$ cat src/rtl/dcache_axi_ctrl_pkg.sv
// rtl/dcache_axi_ctrl_pkg.sv - shared states, request kinds and AXI constants for the D-cache AXI master
package dcache_axi_ctrl_pkg;

  localparam logic [1:0] AXI_INCR    = 2'b01;
  localparam logic [2:0] AXI_SIZE_4B = 3'b010;

  typedef enum logic [5:0] {
    ST_IDLE = 6'b000001,
    ST_AR   = 6'b000010,
    ST_R    = 6'b000100,
    ST_AW_W = 6'b001000,
    ST_B    = 6'b010000,
    ST_DONE = 6'b100000
  } state_t;

  typedef enum logic [1:0] {
    KIND_CA  = 2'd0,
    KIND_UCR = 2'd1,
    KIND_UCW = 2'd2
  } kind_t;

endpackage

$ cat src/rtl/dcache_line_buf.sv
// rtl/dcache_line_buf.sv - beat counter plus word-indexed refill line register
module dcache_line_buf #(
  parameter int WORDS = 8,
  parameter int CNT_W = $clog2(WORDS)
) (
  input  logic                  clk,
  input  logic                  rst_n,
  input  logic                  clear,
  input  logic                  capture,
  input  logic [31:0]           word,
  output logic [32*WORDS-1:0]   line
);

  logic [CNT_W-1:0] cnt_q;

  // clear only restarts the counter; the line keeps its last contents until overwritten
  always_ff @(posedge clk or negedge rst_n) begin
    if (!rst_n) begin
      cnt_q <= '0;
      line  <= '0;
    end else if (clear) begin
      cnt_q <= '0;
    end else if (capture) begin
      line[32*cnt_q +: 32] <= word;
      cnt_q                <= cnt_q + CNT_W'(1);
    end
  end

endmodule

$ cat src/rtl/dcache_axi_ctrl.sv
// rtl/dcache_axi_ctrl.sv - AXI master for D-cache line refills and uncached single-beat accesses
module dcache_axi_ctrl
  import dcache_axi_ctrl_pkg::*;
#(
  parameter int         LINE_WORDS = 8,
  parameter logic [3:0] AXI_ID     = 4'd1
) (
  input  logic                    clk,
  input  logic                    rst_n,
  input  logic                    ca_rreq_i,
  input  logic                    uc_rreq_i,
  input  logic                    uc_wreq_i,
  input  logic [31:0]             addr_i,
  input  logic [3:0]              wen_i,
  input  logic [31:0]             wdata_i,
  output logic                    rend_o,
  output logic                    wend_o,
  output logic [32*LINE_WORDS-1:0] line_o,
  output logic [31:0]             uc_rdata_o,
  output logic [3:0]              arid,
  output logic [31:0]             araddr,
  output logic [7:0]              arlen,
  output logic [2:0]              arsize,
  output logic [1:0]              arburst,
  output logic                    arvalid,
  input  logic                    arready,
  input  logic [31:0]             rdata,
  input  logic [1:0]              rresp,
  input  logic                    rlast,
  input  logic                    rvalid,
  output logic                    rready,
  output logic [3:0]              awid,
  output logic [31:0]             awaddr,
  output logic [7:0]              awlen,
  output logic [2:0]              awsize,
  output logic [1:0]              awburst,
  output logic                    awvalid,
  input  logic                    awready,
  output logic [3:0]              wid,
  output logic [31:0]             wdata,
  output logic [3:0]              wstrb,
  output logic                    wlast,
  output logic                    wvalid,
  input  logic                    wready,
  input  logic [1:0]              bresp,
  input  logic                    bvalid,
  output logic                    bready
);

  state_t      state_q, state_d;
  kind_t       kind_q;
  logic [31:0] addr_q, wdata_q, uc_rdata_q;
  logic [3:0]  wen_q;
  logic        aw_done_q, w_done_q;
  logic        r_hs, aw_hs, w_hs;
  logic        unused_resp;

  assign r_hs        = rvalid & rready;
  assign aw_hs       = awvalid & awready;
  assign w_hs        = wvalid & wready;
  assign unused_resp = ^{rresp, bresp};

  assign arid    = AXI_ID;
  assign araddr  = addr_q;
  assign arlen   = (kind_q == KIND_CA) ? 8'(LINE_WORDS - 1) : 8'd0;
  assign arsize  = AXI_SIZE_4B;
  assign arburst = AXI_INCR;
  assign awid    = AXI_ID;
  assign awaddr  = addr_q;
  assign awlen   = 8'd0;
  assign awsize  = AXI_SIZE_4B;
  assign awburst = AXI_INCR;
  assign wid     = AXI_ID;
  assign wdata   = wdata_q;
  assign wstrb   = wen_q;
  assign wlast   = 1'b1;
  assign uc_rdata_o = uc_rdata_q;

  always_ff @(posedge clk or negedge rst_n) begin
    if (!rst_n) state_q <= ST_IDLE;
    else        state_q <= state_d;
  end

  // in AW_W each valid is the inverse of its done flag, so "done or ready" means that channel finishes
  always_comb begin
    state_d = state_q;
    arvalid = 1'b0;
    rready  = 1'b0;
    awvalid = 1'b0;
    wvalid  = 1'b0;
    bready  = 1'b0;
    rend_o  = 1'b0;
    wend_o  = 1'b0;
    case (state_q)
      ST_IDLE: begin
        if (uc_rreq_i)      state_d = ST_AR;
        else if (uc_wreq_i) state_d = ST_AW_W;
        else if (ca_rreq_i) state_d = ST_AR;
      end
      ST_AR: begin
        arvalid = 1'b1;
        if (arready) state_d = ST_R;
      end
      ST_R: begin
        rready = 1'b1;
        if (rvalid && rlast) state_d = ST_DONE;
      end
      ST_AW_W: begin
        awvalid = !aw_done_q;
        wvalid  = !w_done_q;
        if ((aw_done_q || awready) && (w_done_q || wready)) state_d = ST_B;
      end
      ST_B: begin
        bready = 1'b1;
        if (bvalid) state_d = ST_DONE;
      end
      ST_DONE: begin
        rend_o  = (kind_q != KIND_UCW);
        wend_o  = (kind_q == KIND_UCW);
        state_d = ST_IDLE;
      end
      default: state_d = ST_IDLE;
    endcase
  end

  always_ff @(posedge clk or negedge rst_n) begin
    if (!rst_n) begin
      kind_q     <= KIND_UCR;
      addr_q     <= '0;
      wen_q      <= '0;
      wdata_q    <= '0;
      aw_done_q  <= 1'b0;
      w_done_q   <= 1'b0;
      uc_rdata_q <= '0;
    end else begin
      if (state_q == ST_IDLE) begin
        aw_done_q <= 1'b0;
        w_done_q  <= 1'b0;
        if (uc_rreq_i) begin
          kind_q <= KIND_UCR;
          addr_q <= addr_i;
        end else if (uc_wreq_i) begin
          kind_q  <= KIND_UCW;
          addr_q  <= addr_i;
          wen_q   <= wen_i;
          wdata_q <= wdata_i;
        end else if (ca_rreq_i) begin
          kind_q <= KIND_CA;
          addr_q <= {addr_i[31:5], 5'b0};
        end
      end
      if (aw_hs) aw_done_q <= 1'b1;
      if (w_hs)  w_done_q  <= 1'b1;
      if (r_hs && kind_q == KIND_UCR) uc_rdata_q <= rdata;
    end
  end

  dcache_line_buf #(.WORDS(LINE_WORDS)) u_line_buf (
    .clk     (clk),
    .rst_n   (rst_n),
    .clear   (state_q == ST_IDLE),
    .capture (r_hs && kind_q == KIND_CA),
    .word    (rdata),
    .line    (line_o)
  );

endmodule

$ cat config.mk
export PLATFORM = sky130hd
export DESIGN_NAME = dcache_axi_ctrl
export DESIGN_NICKNAME = d
export VERILOG_FILES = /design/src/rtl/dcache_axi_ctrl_pkg.sv /design/src/rtl/dcache_line_buf.sv /design/src/rtl/dcache_axi_ctrl.sv
export SDC_FILE = /design/constraint.sdc
export NUM_CORES = 1
export LEC_CHECK = 0
export BUFFER_PORTS_ARGS = -buffer_cell sky130_fd_sc_hd__buf_2
export CAP_MARGIN = 20
export CORE_AREA = 2 2 213 215
export DETAILED_ROUTE_END_ITERATION = 10
export DIE_AREA = 0 0 215 217
export PLACE_DENSITY = 0.65
export SLEW_MARGIN = 20
export SYNTH_ARGS = -nofsm -noshare
export SYNTH_HDL_FRONTEND = slang
export SYNTH_HIERARCHICAL = 1
export SYNTH_SLANG_ARGS = --single-unit
$ cat constraint.sdc
create_clock -name clk -period 2.7 [get_ports clk]
set_input_delay 0.81 -clock clk [delete_from_list [all_inputs] [get_ports clk]]
set_output_delay 0.81 -clock clk [all_outputs]
set_load 0.02 [all_outputs]
**After elaboration in Yosys (flattened, before gate mapping)**

Index checks and enable logic that the tools add are counted.
Widths: inputs -> output; s select.

- Bits in registers: 369
- Bits of input ports: 115
- Output and inout port bits: 434
- Logic and storage cells: 78

- Add/sub/neg operators: 2
- Equal/unequal tests: 14
- Shifts and indexed selects: 2
- Mux-type cells: 28
- Bitwise logic cells: 5
- Reductions and logical operators: 17

Operators with widths:

| operator | count |
|---|---|
| $bwmux 256 | 1 |
| $shift 32x34->256 const A | 1 |
| $shiftx 32x34->256 | 1 |
| $mux 32 | 3 |
| $mux 6 | 7 |
| $neg 8->34 | 1 |
| $pmux 6 s5 | 1 |
| $mux 1 | 10 |
| $ne 2x2->1 const B | 5 |
| $mux 3 | 3 |
| $eq 6x1->1 const B | 1 |
| $eq 6x2->1 const B | 1 |
| $eq 6x3->1 const B | 1 |
| $eq 6x4->1 const B | 1 |
| $eq 6x5->1 const B | 1 |
| $eq 6x6->1 const B | 1 |
| $mux 2 | 3 |
| $reduce_bool 2->1 | 3 |
| $reduce_and 5->1 | 1 |
| $logic_and 1x1->1 | 4 |
| $ne 4x4->1 const B | 1 |
| $reduce_and 2->1 | 2 |
| $add 3x1->3 const B | 1 |
| $and 1x1->1 | 3 |
| 8 further kinds | 11 |

**Depth between registers and ports, before layout**

- Depth in word-level cells: 6
- Mapped depth: 9
- Gate-level depth less buffers: 6

**Hierarchy**

The synthesis kept the hierarchy.

By module, submodules not included:

| module | instances | cells each | area an instance (µm²) | sequential area each (µm²) |
|---|---|---|---|---|
| dcache_line_buf | 1 | 753 | 10796.6 | 6481.2 |
| dcache_axi_ctrl | 1 | 350 | 4808.4 | 2755.1 |

**Least setup slack after synthesis**

Ideal clock, no wire load.

- Path kind: register -> register
- Start: reg state_q[5]
- End: reg u_line_buf.line[10]
- Library setup time: 0.125 ns
- Arrival time: 2.993 ns
- Data required time: 2.575 ns
- Path slack: -0.418 ns
- Stages on the path, launching flop included: 9
- Path buffers: 2
- Period minus slack after synthesis: 3.118 ns
- Path through: dfrtp_1 -> nor4_4 -> and2_1 -> and3_1 -> or4b_4 -> or4b_4 -> buf_6 -> buf_12 -> mux2_4

- Longest elaborated chain between the ends: 5
- Elaborated cells on any way between the ends: 7
- Classes of those cells: 2 x eq/ne; 1 x mux; 2 x bitwise; 2 x reduce/logical

RTL lines:

| what | RTL line | RTL |
|---|---|---|
| start, declared | dcache_axi_ctrl.sv:50 | `state_t state_q, state_d;` |
| start signal, assigned | dcache_axi_ctrl.sv:81 | `else state_q <= state_d;` |
| $eq 6x3->1 | dcache_axi_ctrl.sv:94 | `case (state_q)` |
| $mux 1 | dcache_axi_ctrl.sv:94 |  |
| named net rready | dcache_axi_ctrl.sv:31 | `output logic rready,` |
| $and 1x1->1 | dcache_axi_ctrl.sv:58 | `assign r_hs = rvalid & rready;` |
| $logic_and 1x1->1 | dcache_axi_ctrl.sv:162 | `.capture (r_hs && kind_q == KIND_CA),` |
| $reduce_and 2->1 (no source line) | n/a |  |
| end signal, assigned by index | dcache_line_buf.sv:24 | `line[32*cnt_q +: 32] <= word;` |
| end, declared | dcache_line_buf.sv:11 | `output logic [32*WORDS-1:0] line` |

The timed path passes the listed nets, and every way through them passes these cells.
A chain may end at the register's enable or synchronous reset.

**Final worst setup path**

- Start: reg state_q[0]
- End: reg u_line_buf.line[9]

- Longest elaborated chain between the ends: 5
- Elaborated cells on any way between the ends: 7
- Classes of those cells: 2 x eq/ne; 1 x mux; 2 x bitwise; 2 x reduce/logical

RTL lines:

| what | RTL line |
|---|---|
| $eq 6x3->1 | dcache_axi_ctrl.sv:94 |
| $mux 1 | dcache_axi_ctrl.sv:94 |
| $and 1x1->1 | dcache_axi_ctrl.sv:58 |
| $logic_and 1x1->1 | dcache_axi_ctrl.sv:162 |
| $reduce_and 2->1 (no source line) * | n/a |

Every way passes the cells marked *; elsewhere a longest branch is shown, timed or not.

==> impl_metrics.csv <==
group,metric,value,unit
outcome,status,"finished, violations left",
worst_setup_path,critPathArrivalTime,3.21,ns
place,port_buffers,508,
timing,max_slew_margin,46.9,%
global_route,grt_max_degree,74,
place,routabilityCongestion,0.785,
detailed_routing,vias,10581,
synthesis,ys_warn_count,6,
power,p_comb_share,28.7,%
clock_tree,cts_made_buffers,40,
finish,fin_cells,2264,
detailed_routing,avgViaCountPerCell,4.67,
timing,finalSetupViolCount,52,
synthesis,synth_seq_cells,369,
worst_setup_path,required,3.12,ns
floorplanning,die_area,46700,um^2
clock_tree,cts_tree,"yes",
power,seqPwrFrac,39.9,%
worst_setup_path,criticalPathCategory,"reg2reg",
place,dp_hpwl,32500,um
synthesis,syn-cell-area,15600,um^2
timing,fmax,0.359,GHz
worst_setup_path,r2r_slack,-0.09,ns
finish,multi_input_area,5620,um^2
synthesis,async_reset_ff_share,100,%
finish,layout-drive-gt1-share,58.4,%
worst_setup_path,worstPathMaxFanout,22,
finish,fillers,4109,
clock_tree,cts_buffer_depth,3,
outcome,violations,"setup timing",
global_route,grt.overflow.total,0,
finish,fin_area,20400,um^2
synthesis,synth.yosys.seq_area_share,59.2,%
global_route,grt_pass1_vias,11236,
power,switching_share,32.8,%
power,power.total,17900,uW
detailed_routing,wirelength,45700,um
synthesis,synthMostInstantiatedCell,"dfrtp_1",
clock_tree,path_clk_slew,0.06,ns
detailed_routing,post_drt_wl_per_cell,20.2,um
detailed_routing,drt-initial-drc-count,554,
timing,rsz0062_at_grt,"yes",
floorplanning,core_area,44700,um^2
detailed_routing,drc,0,
power,cellLeakagePower,0.0112,uW
synthesis,yosysTopAreaCell,"dfrtp_1",
timing,final.min_clock_period,2.79,ns
synthesis,synth_commonest_cells,"dfrtp_1 (367), mux2_2 (275), and2_1 (89)",
worst_hold_path,hp-class,"in2async",
global_route,grt_pass1_wl,68300,um
clock_tree,cts.sinks,369,
power,clockPowerShare,31.4,%
timing,worst_pin_slew,0.791,ns
timing,layout_setup_ws,-0.0857,ns
place,placed_cell_area,18900,um^2
finish,nNetsFinal,1753,
global_route,grt_usage,19.0,%
timing,drv_slew,0,
synthesis,synth_top_area_share,58.9,%
power,p_int,12000,uW
place,dp.cells,2182,
timing,hold_viol,0,
flow_run,maxCapViolCount,0,
clock_tree,clk_latency,0.55,ns
clock_tree,cts.htree.levels,2,
floorplanning,fp.dieH,217,um
synthesis,yosysUniqueCellTypes,45,
power,vdd_drop_max,0.000947,V
finish,syn2layout_area_growth,30.9,%
synthesis,synth_cells,1103,
floorplanning,initial_core_util,34.9,%
floorplanning,die_w,215,um
timing,fin_crit_sh,103,%
detailed_routing,first_pass_iters,4,
power,power.switching,5860,uW
timing,fin_skew,0.0193,ns
power,power.density,875,nW/um^2
detailed_routing,ant_nets,0,
synthesis,ys.flop_type,"dfrtp_1",
synthesis,avgSynthCellArea,14.1,um^2
floorplanning,num_rows,78,
worst_setup_path,crit_path_end_kind,"flop",
clock_tree,root_buffer,"clkbuf_16",
global_route,grt_antenna_before_repair,1,
finish,seqCellArea,9240,um^2
synthesis,synth_edf_count,0,
worst_setup_path,start_kind,"flop",
synthesis,synthTopCellsByArea,"dfrtp_1 (59%), mux2_2 (20%), and2_1 (3.6%)",
timing,hold_ws,0.197,ns
floorplanning,pin_count,549,
## final cells by class
class                      count  share of cell area [%]
antenna                        2                  0.0245
clock buffer                  61                    5.88
clock inverter                12                   0.723
inverter                      40                   0.735
multi-input combinational    607                    27.5
sequential                   369                    45.2
tap                          600                    3.68
timing repair buffer         573                    16.2
## flip-flops by register name, summed over array words and instances (netlist names)
register	flops
wstrb	4
w_done_q	1
kind_q	2
u_line_buf/cnt_q	3
uc_rdata_o	32
state_q	6
araddr	32
aw_done_q	1
u_line_buf/line	256
wdata	32
## path summary, 6_finish.rpt
check	start	end	depth (start not counted)
min in group clk	addr_i[29]	araddr[29]	2
max reg2reg	state_q[0]	u_line_buf/line[9]	7
min reg2reg	u_line_buf/line[254]	u_line_buf/line[254]	1
min	rst_n	u_line_buf/line[25]	1
max	state_q[0]	u_line_buf/line[9]	7
max in group asynchronous	rst_n	u_line_buf/line[201]	2
## per-stage QoR
| step | setup TNS, ns | util (%) | setup slack [ns] |
|---|---|---|---|
| after floorplan | -6.78 | - | -0.222 |
| after detailed placement | -4.93 | 42.3 | -0.122 |
| after global placement | -3.02 | 42.3 | -0.102 |
| final | -1.99 | 45.7 | -0.0857 |
| after global routing | -9.45 | 45.7 | -0.179 |
| after CTS | -2.59 | 45.4 | -0.0936 |
## power by group through the flow
stage	logic (uW)	registers [uW]	clock network, uW
after floorplan	2360	8290	0
after CTS	5160	7140	5780
final	5140	7140	5610
after global routing	5440	7260	6010
after global placement	5080	7160	0
after detailed placement	5140	7200	0
## per-layer routing
| layer | global-route usage, % | wire [um] | vias to the layer above |
|---|---|---|---|
| li1 | - | - | 4730 |
| met1 | 24.2 | 19200 | 5400 |
| met2 | 31.6 | 22100 | 380 |
| met3 | 5.35 | 3210 | 71 |
| met4 | 5.86 | 1190 | 0 |
| met5 | 0 | 0 | - |
## cells in the final DEF (no fill, tap or decap), types with 33 or more instances in the layout
cell / n
and2_1: 88
buf_2: 502
buf_4: 47
clkbuf_16: 43
conb_1: 36
dfrtp_1: 366
inv_1: 39
mux2_2: 275
mux2i_1: 33
nand2_1: 39
## timing repair
action | in CTS | in global routing
hold buffers | 0 | 0
buffers inserted | 0 | 5
pin swaps | 1 | 3
gates resized for setup | 12 | 14
cloned | 0 | 3
setup endpoints to repair | 71 | 69
## critical path, stage by stage, from the launching register on
cell and delay (ns):
dfstp_2 0.40, nor4_4 0.29, and2_4 0.19, and3_4 0.18, or4b_4 0.46, or4b_4 0.58
buf_12 0.20, mux2_4 0.32
## kinds of logic (layout without fill, tap and decap cells)
family          after synthesis  in the layout  synth area share [%]
compound gates               21             21                 0.946
xor+xnor                      2              2                 0.112
fa+ha+maj                     7              7                 0.561
buf+inv                     161            686                  6.19
flops                       369            369                  59.2
mux                         352            352                  25.9
other cells                   2             38                0.0481
simple gates                189            189                  7.10
Note: power is estimated with default switching activity, not from simulation.
